`src/rtl/mem_port_arbiter.sv`:
```
// Arbiter that shares one fixed-latency single-port memory between the
// instruction-fetch port and the data port. Each granted access occupies the
// memory for MEM_LATENCY cycles. Ties alternate so that neither port starves.
module mem_port_arbiter #(
  parameter int ADDR_WIDTH  = 16,
  parameter int WORD_WIDTH  = 16,
  parameter int MEM_LATENCY = 2
) (
  input  logic                  clk,
  input  logic                  reset_n,
  input  logic                  i_req,
  input  logic [ADDR_WIDTH-1:0] i_addr,
  output logic [WORD_WIDTH-1:0] i_data,
  output logic                  i_ready,
  input  logic                  d_req,
  input  logic                  d_we,
  input  logic [ADDR_WIDTH-1:0] d_addr,
  input  logic [WORD_WIDTH-1:0] d_wdata,
  output logic [WORD_WIDTH-1:0] d_rdata,
  output logic                  d_ready,
  output logic                  stall_if,
  output logic                  stall_mem,
  output logic                  m_read,
  output logic                  m_write,
  output logic [ADDR_WIDTH-1:0] m_addr,
  output logic [WORD_WIDTH-1:0] m_wdata,
  input  logic [WORD_WIDTH-1:0] m_rdata,
  output logic                  grant_d
);

  localparam int CNT_W = $clog2(MEM_LATENCY) + 1;
  localparam logic [CNT_W-1:0] CNT_LOAD = CNT_W'(MEM_LATENCY - 1);

  typedef enum logic {IDLE, BUSY} state_t;

  state_t           state;
  logic [CNT_W-1:0] cnt;
  logic             last_grant_d;  // 1 when the previous winner was the data port
  logic             we_lat;
  logic             any_req;
  logic             win_d;
  logic             final_cycle;

  // Winner selection: data wins a tie unless it won the previous access.
  always_comb begin
    any_req     = i_req | d_req;
    win_d       = d_req & (~i_req | ~last_grant_d);
    final_cycle = (state == BUSY) && (cnt == '0);
  end

  // Completion pulses, returned data and stalls are decoded from the FSM so
  // they appear in the final access cycle and vanish at once on reset.
  always_comb begin
    i_ready   = final_cycle & ~grant_d;
    d_ready   = final_cycle & grant_d;
    i_data    = i_ready ? m_rdata : '0;
    d_rdata   = (d_ready && !we_lat) ? m_rdata : '0;
    stall_if  = i_req & ~i_ready;
    stall_mem = d_req & ~d_ready;
  end

  // Access sequencer: latch the winner in IDLE, count the access down in BUSY.
  always_ff @(posedge clk or negedge reset_n) begin
    if (!reset_n) begin
      state        <= IDLE;
      cnt          <= '0;
      last_grant_d <= 1'b0;
      we_lat       <= 1'b0;
      grant_d      <= 1'b0;
      m_read       <= 1'b0;
      m_write      <= 1'b0;
      m_addr       <= '0;
      m_wdata      <= '0;
    end else begin
      case (state)
        IDLE: begin
          if (any_req) begin
            m_addr       <= win_d ? d_addr : i_addr;
            if (win_d && d_we) begin
              m_wdata <= d_wdata;
            end
            we_lat       <= win_d & d_we;
            grant_d      <= win_d;
            last_grant_d <= win_d;
            m_read       <= ~(win_d & d_we);
            m_write      <= win_d & d_we;
            cnt          <= CNT_LOAD;
            state        <= BUSY;
          end
        end
        BUSY: begin
          if (cnt == '0) begin
            // Final cycle: release the memory; one IDLE cycle follows.
            m_read  <= 1'b0;
            m_write <= 1'b0;
            grant_d <= 1'b0;
            state   <= IDLE;
          end else begin
            cnt <= cnt - CNT_W'(1);
          end
        end
        default: state <= IDLE;
      endcase
    end
  end

endmodule

```
`config.mk`:
```
export PLATFORM = sky130hd
export DESIGN_NAME = mem_port_arbiter
export DESIGN_NICKNAME = d
export VERILOG_FILES = /design/src/rtl/mem_port_arbiter.sv
export SDC_FILE = /design/constraint.sdc
export NUM_CORES = 1
export LEC_CHECK = 0
export ABC_AREA = 0
export BUFFER_PORTS_ARGS = -buffer_cell sky130_fd_sc_hd__buf_2
export CAP_MARGIN = 30
export CORE_UTILIZATION = 44
export DETAILED_ROUTE_END_ITERATION = 10
export GPL_TIMING_DRIVEN = 0
export PLACE_DENSITY = 0.86
export SLEW_MARGIN = 20
export SYNTH_ARGS = -nofsm -noshare
export SYNTH_HDL_FRONTEND = slang
export SYNTH_SLANG_ARGS = --single-unit
```
`constraint.sdc`:
```
create_clock -name clk -period 2.5 [get_ports clk]
set_clock_uncertainty 0.15 [all_clocks]
set_input_delay 0.5 -clock clk [delete_from_list [all_inputs] [get_ports clk]]
set_output_delay 0.5 -clock clk [all_outputs]
set_load 0.02 [all_outputs]
```
==> summary.txt, run 1 <==
Synth
  – Post-synth ARST share: 100.0%
  – Number of flops mapped to enable cells by yosys: 0
  – Main synth FF type: dfrtp_1
  – Post-synthesis cell type count: 27
  – Syn nets: ~260
  – Mean post-synth cell area: between 10 and 15 um2
  – FF+latch count, synth: 40
  – Synth warn: 0
  – Mapped Cells: about 190
  – Register area share after synthesis: 51.28%
  – Mapped cell area: roughly 2000 um2

Die
  – Die width: a little under 70 um
  – FP Rows: 23
  – Starting density of the core: a little under half
  – CORE AREA: ~4000 um2
  – DIE HEIGHT: 68.61 um
  – # IOs: 140
  – Die area: about 4700 um2

Clocking
  – CTS tree: built
  – Htree depth: 2
  – Total clock sinks: 40
  – Clk Latency, worst-skew pair: slightly below 300 ps
  – Clock buffer depth: 2
  – Clock slew at reported path FFs: ~70 ps
  – Num CTS Buffers: 5
  – Cell chosen for the clock root: clkbuf_8

STA
  – Max Slew Vio Count: 0
  – Hold Fails Final Rpt: 0
  – Worst-Margin Slew: ~480 ps
  – Period minus WS final: around 2400 ps
  – Top achievable clock speed: between 400 and 500 MHz
  – Relative slew margins: between 60% and 70%
  – Fin crit share: between 90% and 100%
  – Setup tns final: 0 ps
  – RSZ-0062 raised after global routing: false
  – Final setup violation count: 0

Placement
  – Buffers on Ports: 139
  – Placed insts: 381
  – DP HPWL: 3.765 mm
  – Post-Place Cell Area: roughly 2700 um2
  – Placer Congestion: approximately 0.8

Job
  – Max-Cap Viols: 0

Detailed routing
  – Initial DRT Pass Iterations: 4
  – 1st-iter DRT viols: 28
  – Antenna viol nets, final: 0
  – Vias per cell: roughly 4.8
  – Wire length per cell: about 13 um
  – Drc violations: 0
  – WL final: 4.967 mm
  – Via count: around 1900

Pwr
  – Tot Pwr: about 0.0034 W
  – Peak supply drop: between 0.0005 and 0.0006 V
  – LEAKAGE: 1.582 nW
  – PD cells: approximately 1200 nW/um2

Critical path
  – Startpoint Class: flip-flop
  – Reg2Reg Setup Slack: ~800 ps
  – R2r endpoint: m_wdata[12]$_DFFE_PN0P_
  – Worst Setup SP: cnt[0]$_DFFE_PN0P_
  – Setup Crit Path Kind: reg -> out
  – FF-to-FF path depth: 5
  – Crit Path Max Fanout: 10
  – Crit path to: i_data[10]
  – WP data required: between 1500 and 2000 ps
  – Worst setup EP type: output port
  – R2R Path Start: state$_DFF_PN0_
  – CP arrival: 1710 ps

GRT
  – Largest net degree at the start of global routing: roughly 40
  – Vias in the first global route: ~1700
  – Gr usage total: 20.65%
  – Antenna violations before repair: 0
  – Total gr overflow: 0
  – First-pass GRT wire length: ~7.1 mm

Final layout
  – Area delta synth->final: 46.54%
  – Ant diodes: 0
  – Final Non-Filler Cells: a little under 400
  – Fin nets: 410
  – Fin area: 2860 um2
  – Layout cells sized above 1: a little over half

Status
  – Status: completed

Worst hold path
  – Worst min path class: in -> reg
==> sequential cells by signal, indices dropped and copies added, names as in the netlist <==
signal,flops
cnt,2
grant_d,1
last_grant_d,1
m_addr,16
m_read,1
m_wdata,16
m_write,1
state,1
we_lat,1
==> worst max-delay path, cell delays in order, from the launching register on <==
cell     delay (ps)
dfrtp_1         360
inv_1            80
ha_1            220
nand2_1         140
nor2_4          140
buf_2           170
and2_1          140
buf_2           160
==> kinds of logic (layout without fill, tap and decap cells) <==
group,count (synthesis),in the layout,synth area share (%)
buffers and inverters,13,161,4.103
AND/OR/NAND/NOR,78,78,20.19
adder cells (fa/ha/maj),1,1,0.6409
flip-flops,40,40,51.28
AO/OA/AOI/OAI,43,43,12.63
multiplexers,17,17,11.15
==> stage by stage <==
stage	hold slack, ps	setup slack, ps	utilization [%]
2_1_floorplan	54.41	410.7	-
3_3_place_gp	321.4	176.9	65.86
3_5_place_dp	329.5	126.5	65.86
4_1_cts	203.3	10.30	68.59
5_1_grt	285.6	17.78	69.50
6_report	287.8	137.7	69.50
==> routing by layer <==
metal,GRT usage (%),part of all wire (%),wire length [um]
met5,0,0,0
met4,9.635,1.8,88
met3,3.618,7.2,360
met2,38.11,52,2571
met1,22.74,39,1947
==> cell type report <==
cell class	instances	area (um2)
Fill cell	354	1255
Sequential cell	40	1001
Multi-Input combinational cell	139	890.9
Timing Repair Buffer	142	733.2
Clock buffer	7	96.34
Buffer	9	65.06
Tap cell	50	62.56
Inverter	3	11.26
==> worst min-delay path by stage <==
stage	from	cells past startpoint	slack, ps	endpoint
global route	d_wdata[4]	2	290	m_wdata[4]$_DFFE_PN0P_
finish	i_addr[13]	3	290	m_addr[13]$_DFFE_PN0P_
global placement	we_lat$_DFFE_PN0P_	1	320	we_lat$_DFFE_PN0P_
detailed placement	we_lat$_DFFE_PN0P_	1	330	we_lat$_DFFE_PN0P_
CTS	reset_n	1	200	m_addr[11]$_DFFE_PN0P_
floorplan	reset_n	0	50	cnt[0]$_DFFE_PN0P_
==> where the power goes <==
part           switching, W  internal [W]
clock              0.000213      0.000246
combinational       0.00106      0.000728
sequential         0.000194      0.000973
total               0.00147       0.00195
==> synth_stat cells, drive strengths merged, types with 2 or more instances <==
library cell | number | area, um2
dfrtp | 40 | 1001
a21oi | 35 | 175.2
and2 | 33 | 206.5
nand2 | 19 | 71.32
nor2 | 19 | 71.32
mux2 | 17 | 217.7
buf | 8 | 61.31
inv | 3 | 11.26
clkbuf | 2 | 7.510
nand3 | 2 | 10.01
nor2b | 2 | 15.02
==> placed cells by master (no fill, tap or decap), types with 2 or more instances in the layout <==
master / Yosys / final
buf_2: 6 / 145
dfrtp_1: 40 / 40
a21oi_1: 35 / 35
and2_1: 33 / 33
nand2_1: 19 / 19
nor2_1: 19 / 17
mux2_2: 10 / 10
mux2_4: 7 / 7
clkbuf_8: 0 / 7
inv_1: 3 / 3
nor2_4: 0 / 2
buf_12: 1 / 2
==> repair_timing <==
item | 4_1_cts | 5_1_grt
buffers inserted | 0 | 1
endpoints found under the setup margin | 20 | 19
hold buffers | 0 | 1
pin swaps | 0 | 1
hold endpoints to repair | 0 | 13
gates resized for setup | 5 | 1
Power figures use the tool's default switching activity.
==> run 2, diff against run 1 <==
- CORE_ASPECT_RATIO: unset -> 0.6
==> run 2 against run 1 <==
Combinational power up 2%. Hold slack better by 3.0 ps. Cell count up 3.8%. Clock power down 13%. Wire length up 6.3%. Critical path depth unchanged. Register-to-register slack better by 20 ps. Die area up 0.18%. Via count up 3.1%. Fmax down 2.4%. Utilization down 0.48 points. Critical path type unchanged. Largest power group unchanged. Non-clock buffer count up 4.
==> summary.txt, run 2 (synthesis results as in run 1) <==
Detailed routing
  – WL met2: about 2.6 mm
  – Top sig layer: met4
  – Met3 wire len: between 400 and 500 um
  – Met1 WL: 2.230 mm
  – Vias per cell: approximately 4.8
  – Drc violations: 0
  – Via count: 1948
  – WL final: ~5.3 mm
  – Initial DRT Pass Iterations: 4
  – 1st-iter DRT viols: 84
  – Antenna viol nets, final: 0
  – Wire length per cell: 13.04 um

Clocking
  – Cell chosen for the clock root: clkbuf_8
  – CTS tree: built
  – Clock slew at reported path FFs: around 80 ps
  – Clock buffer depth: 2
  – Clk Latency, worst-skew pair: around 280 ps
  – Htree depth: 2
  – Num CTS Buffers: 5
  – Total clock sinks: 40

STA
  – Hold Fails Final Rpt: 0
  – Fin crit share: 96.79%
  – Period minus WS final: 2420 ps
  – Worst-Margin Slew: just under 500 ps
  – Max Slew Vio Count: 0
  – Setup tns final: 0 ps
  – Final setup violation count: 0
  – Relative slew margins: between 60% and 70%
  – Top achievable clock speed: 413.3 MHz

Critical path
  – R2R Path Start: state$_DFF_PN0_
  – Worst setup EP type: output port
  – Crit Path Max Fanout: 10
  – Setup Crit Path Kind: reg -> out
  – R2r endpoint: m_wdata[7]$_DFFE_PN0P_
  – WP data required: 1850 ps
  – CP arrival: between 1500 and 2000 ps
  – Reg2Reg Setup Slack: 830 ps
  – FF-to-FF path depth: 5
  – Startpoint Class: flip-flop
  – Worst Setup SP: cnt[0]$_DFFE_PN0P_

Placement
  – Buffers on Ports: ~140
  – Placer Congestion: about 0.77
  – Post-Place Cell Area: between 2000 and 3000 um2
  – DP HPWL: between 4 and 5 mm
  – Placed insts: around 390

Die
  – Die width: between 80 and 90 um
  – Die area: between 4000 and 5000 um2
  – # IOs: 140
  – CORE AREA: 4189 um2
  – DIE HEIGHT: between 50 and 60 um
  – Starting density of the core: 46.59%
  – FP Rows: 18

GRT
  – Total gr overflow: 0
  – Gr usage total: 22.17%
  – First-pass GRT wire length: a little under 8 mm
  – Vias in the first global route: about 1600
  – Antenna violations before repair: 0
  – Largest net degree at the start of global routing: between 40 and 50

Pwr
  – Reg power frac: 34.5%
  – PD cells: between 1000 and 1500 nW/um2
  – Logic pwr share: between 50% and 60%
  – Clock power share: about an eighth
  – LEAKAGE: 1.591 nW
  – Peak supply drop: ~0.00069 V
  – Switching share of power: 43.62%
  – P_sw: 0.001482 W
  – Int Power: roughly 0.0019 W

Status
  – Status: completed

Worst hold path
  – Worst Hold Depth: 3
  – Worst min path class: in -> reg
  – Worst hold endpoint: m_addr[2]$_DFFE_PN0P_
  – Min-delay src: i_addr[2]

Job
  – Max-Cap Viols: 0

Final layout
  – Fin nets: about 410
  – Area delta synth->final: 48.14%
  – Layout cells sized above 1: 54.07%
  – Largest registers: m_addr: 16 flops, m_wdata: 16 flops, cnt: 2 flops
  – Most common cell after layout, fill and taps aside: buf_2
  – Fin area: roughly 2900 um2
  – Most frequent cells in the layout: buf_2 (144), dfrtp_1 (40), a21oi_1 (35), and2_1 (33), nand2_1 (19)
  – Final Non-Filler Cells: between 400 and 500
## run 2: worst max path at each step
| stage | end | slack, ps |
|---|---|---|
| 2_1_floorplan | i_data[10] | 410 |
| 6_report | d_rdata[14] | 80 |
| 5_1_grt | d_rdata[10] | -10 |
| 3_3_place_gp | d_rdata[14] | 130 |
| 4_1_cts | i_data[10] | 30 |
| 3_5_place_dp | d_rdata[14] | 70 |
## run 2: final cells by class
class / count / area (um2)
fill: 361 / 1297
sequential: 40 / 1001
multi-input combinational: 139 / 893.4
timing repair buffer: 145 / 755.7
buffer: 10 / 75.07
tap: 60 / 75.07
clock buffer: 6 / 72.57
inverter: 3 / 11.26
clock inverter: 1 / 5.005
antenna: 1 / 2.502
## run 2: power groups by stage
stage          Combinational (W)  Clock, W  Sequential [W]
2_1_floorplan           0.000817         0         0.00151
3_3_place_gp             0.00174         0         0.00115
3_5_place_dp             0.00179         0         0.00117
4_1_cts                  0.00180  0.000400         0.00117
5_1_grt                  0.00199  0.000433         0.00122
6_report                 0.00183  0.000398         0.00117
## run 2: what timing repair did
item / 4_1_cts / 5_1_grt
setup endpoints to repair: 20 / 19
gates resized for setup: 6 / 4
hold buffers: 0 / 1
buffers inserted: 0 / 4
pin swaps: 0 / 2
hold endpoints to repair: 0 / 11
## run 2: worst max-delay path, stage by stage, from the launching register on
cell and delay, ps:
dfrtp_1 360, inv_1 80, ha_2 220, nand3_2 150
nor2_4 190, clkbuf_4 200, and2_1 130, buf_2 160
## run 2: per-stage QoR
stage	worst slack (ps)	util (%)	total power (W)	hold slack [ps]
2_1_floorplan	410.7	-	0.002326	54.41
3_3_place_gp	134.3	64.99	0.002892	327.0
3_5_place_dp	66.44	64.99	0.002952	336.5
4_1_cts	30.22	67.35	0.003374	219.0
5_1_grt	-12.34	68.97	0.003639	282.7
6_report	80.23	69.03	0.003398	290.8
## run 2: per-layer routing
metal / track usage [%] / up-vias
li1: - / 936
met1: 27.36 / 915
met2: 38.50 / 95
met3: 6.288 / 2
met4: 6.831 / 0
met5: 0 / -
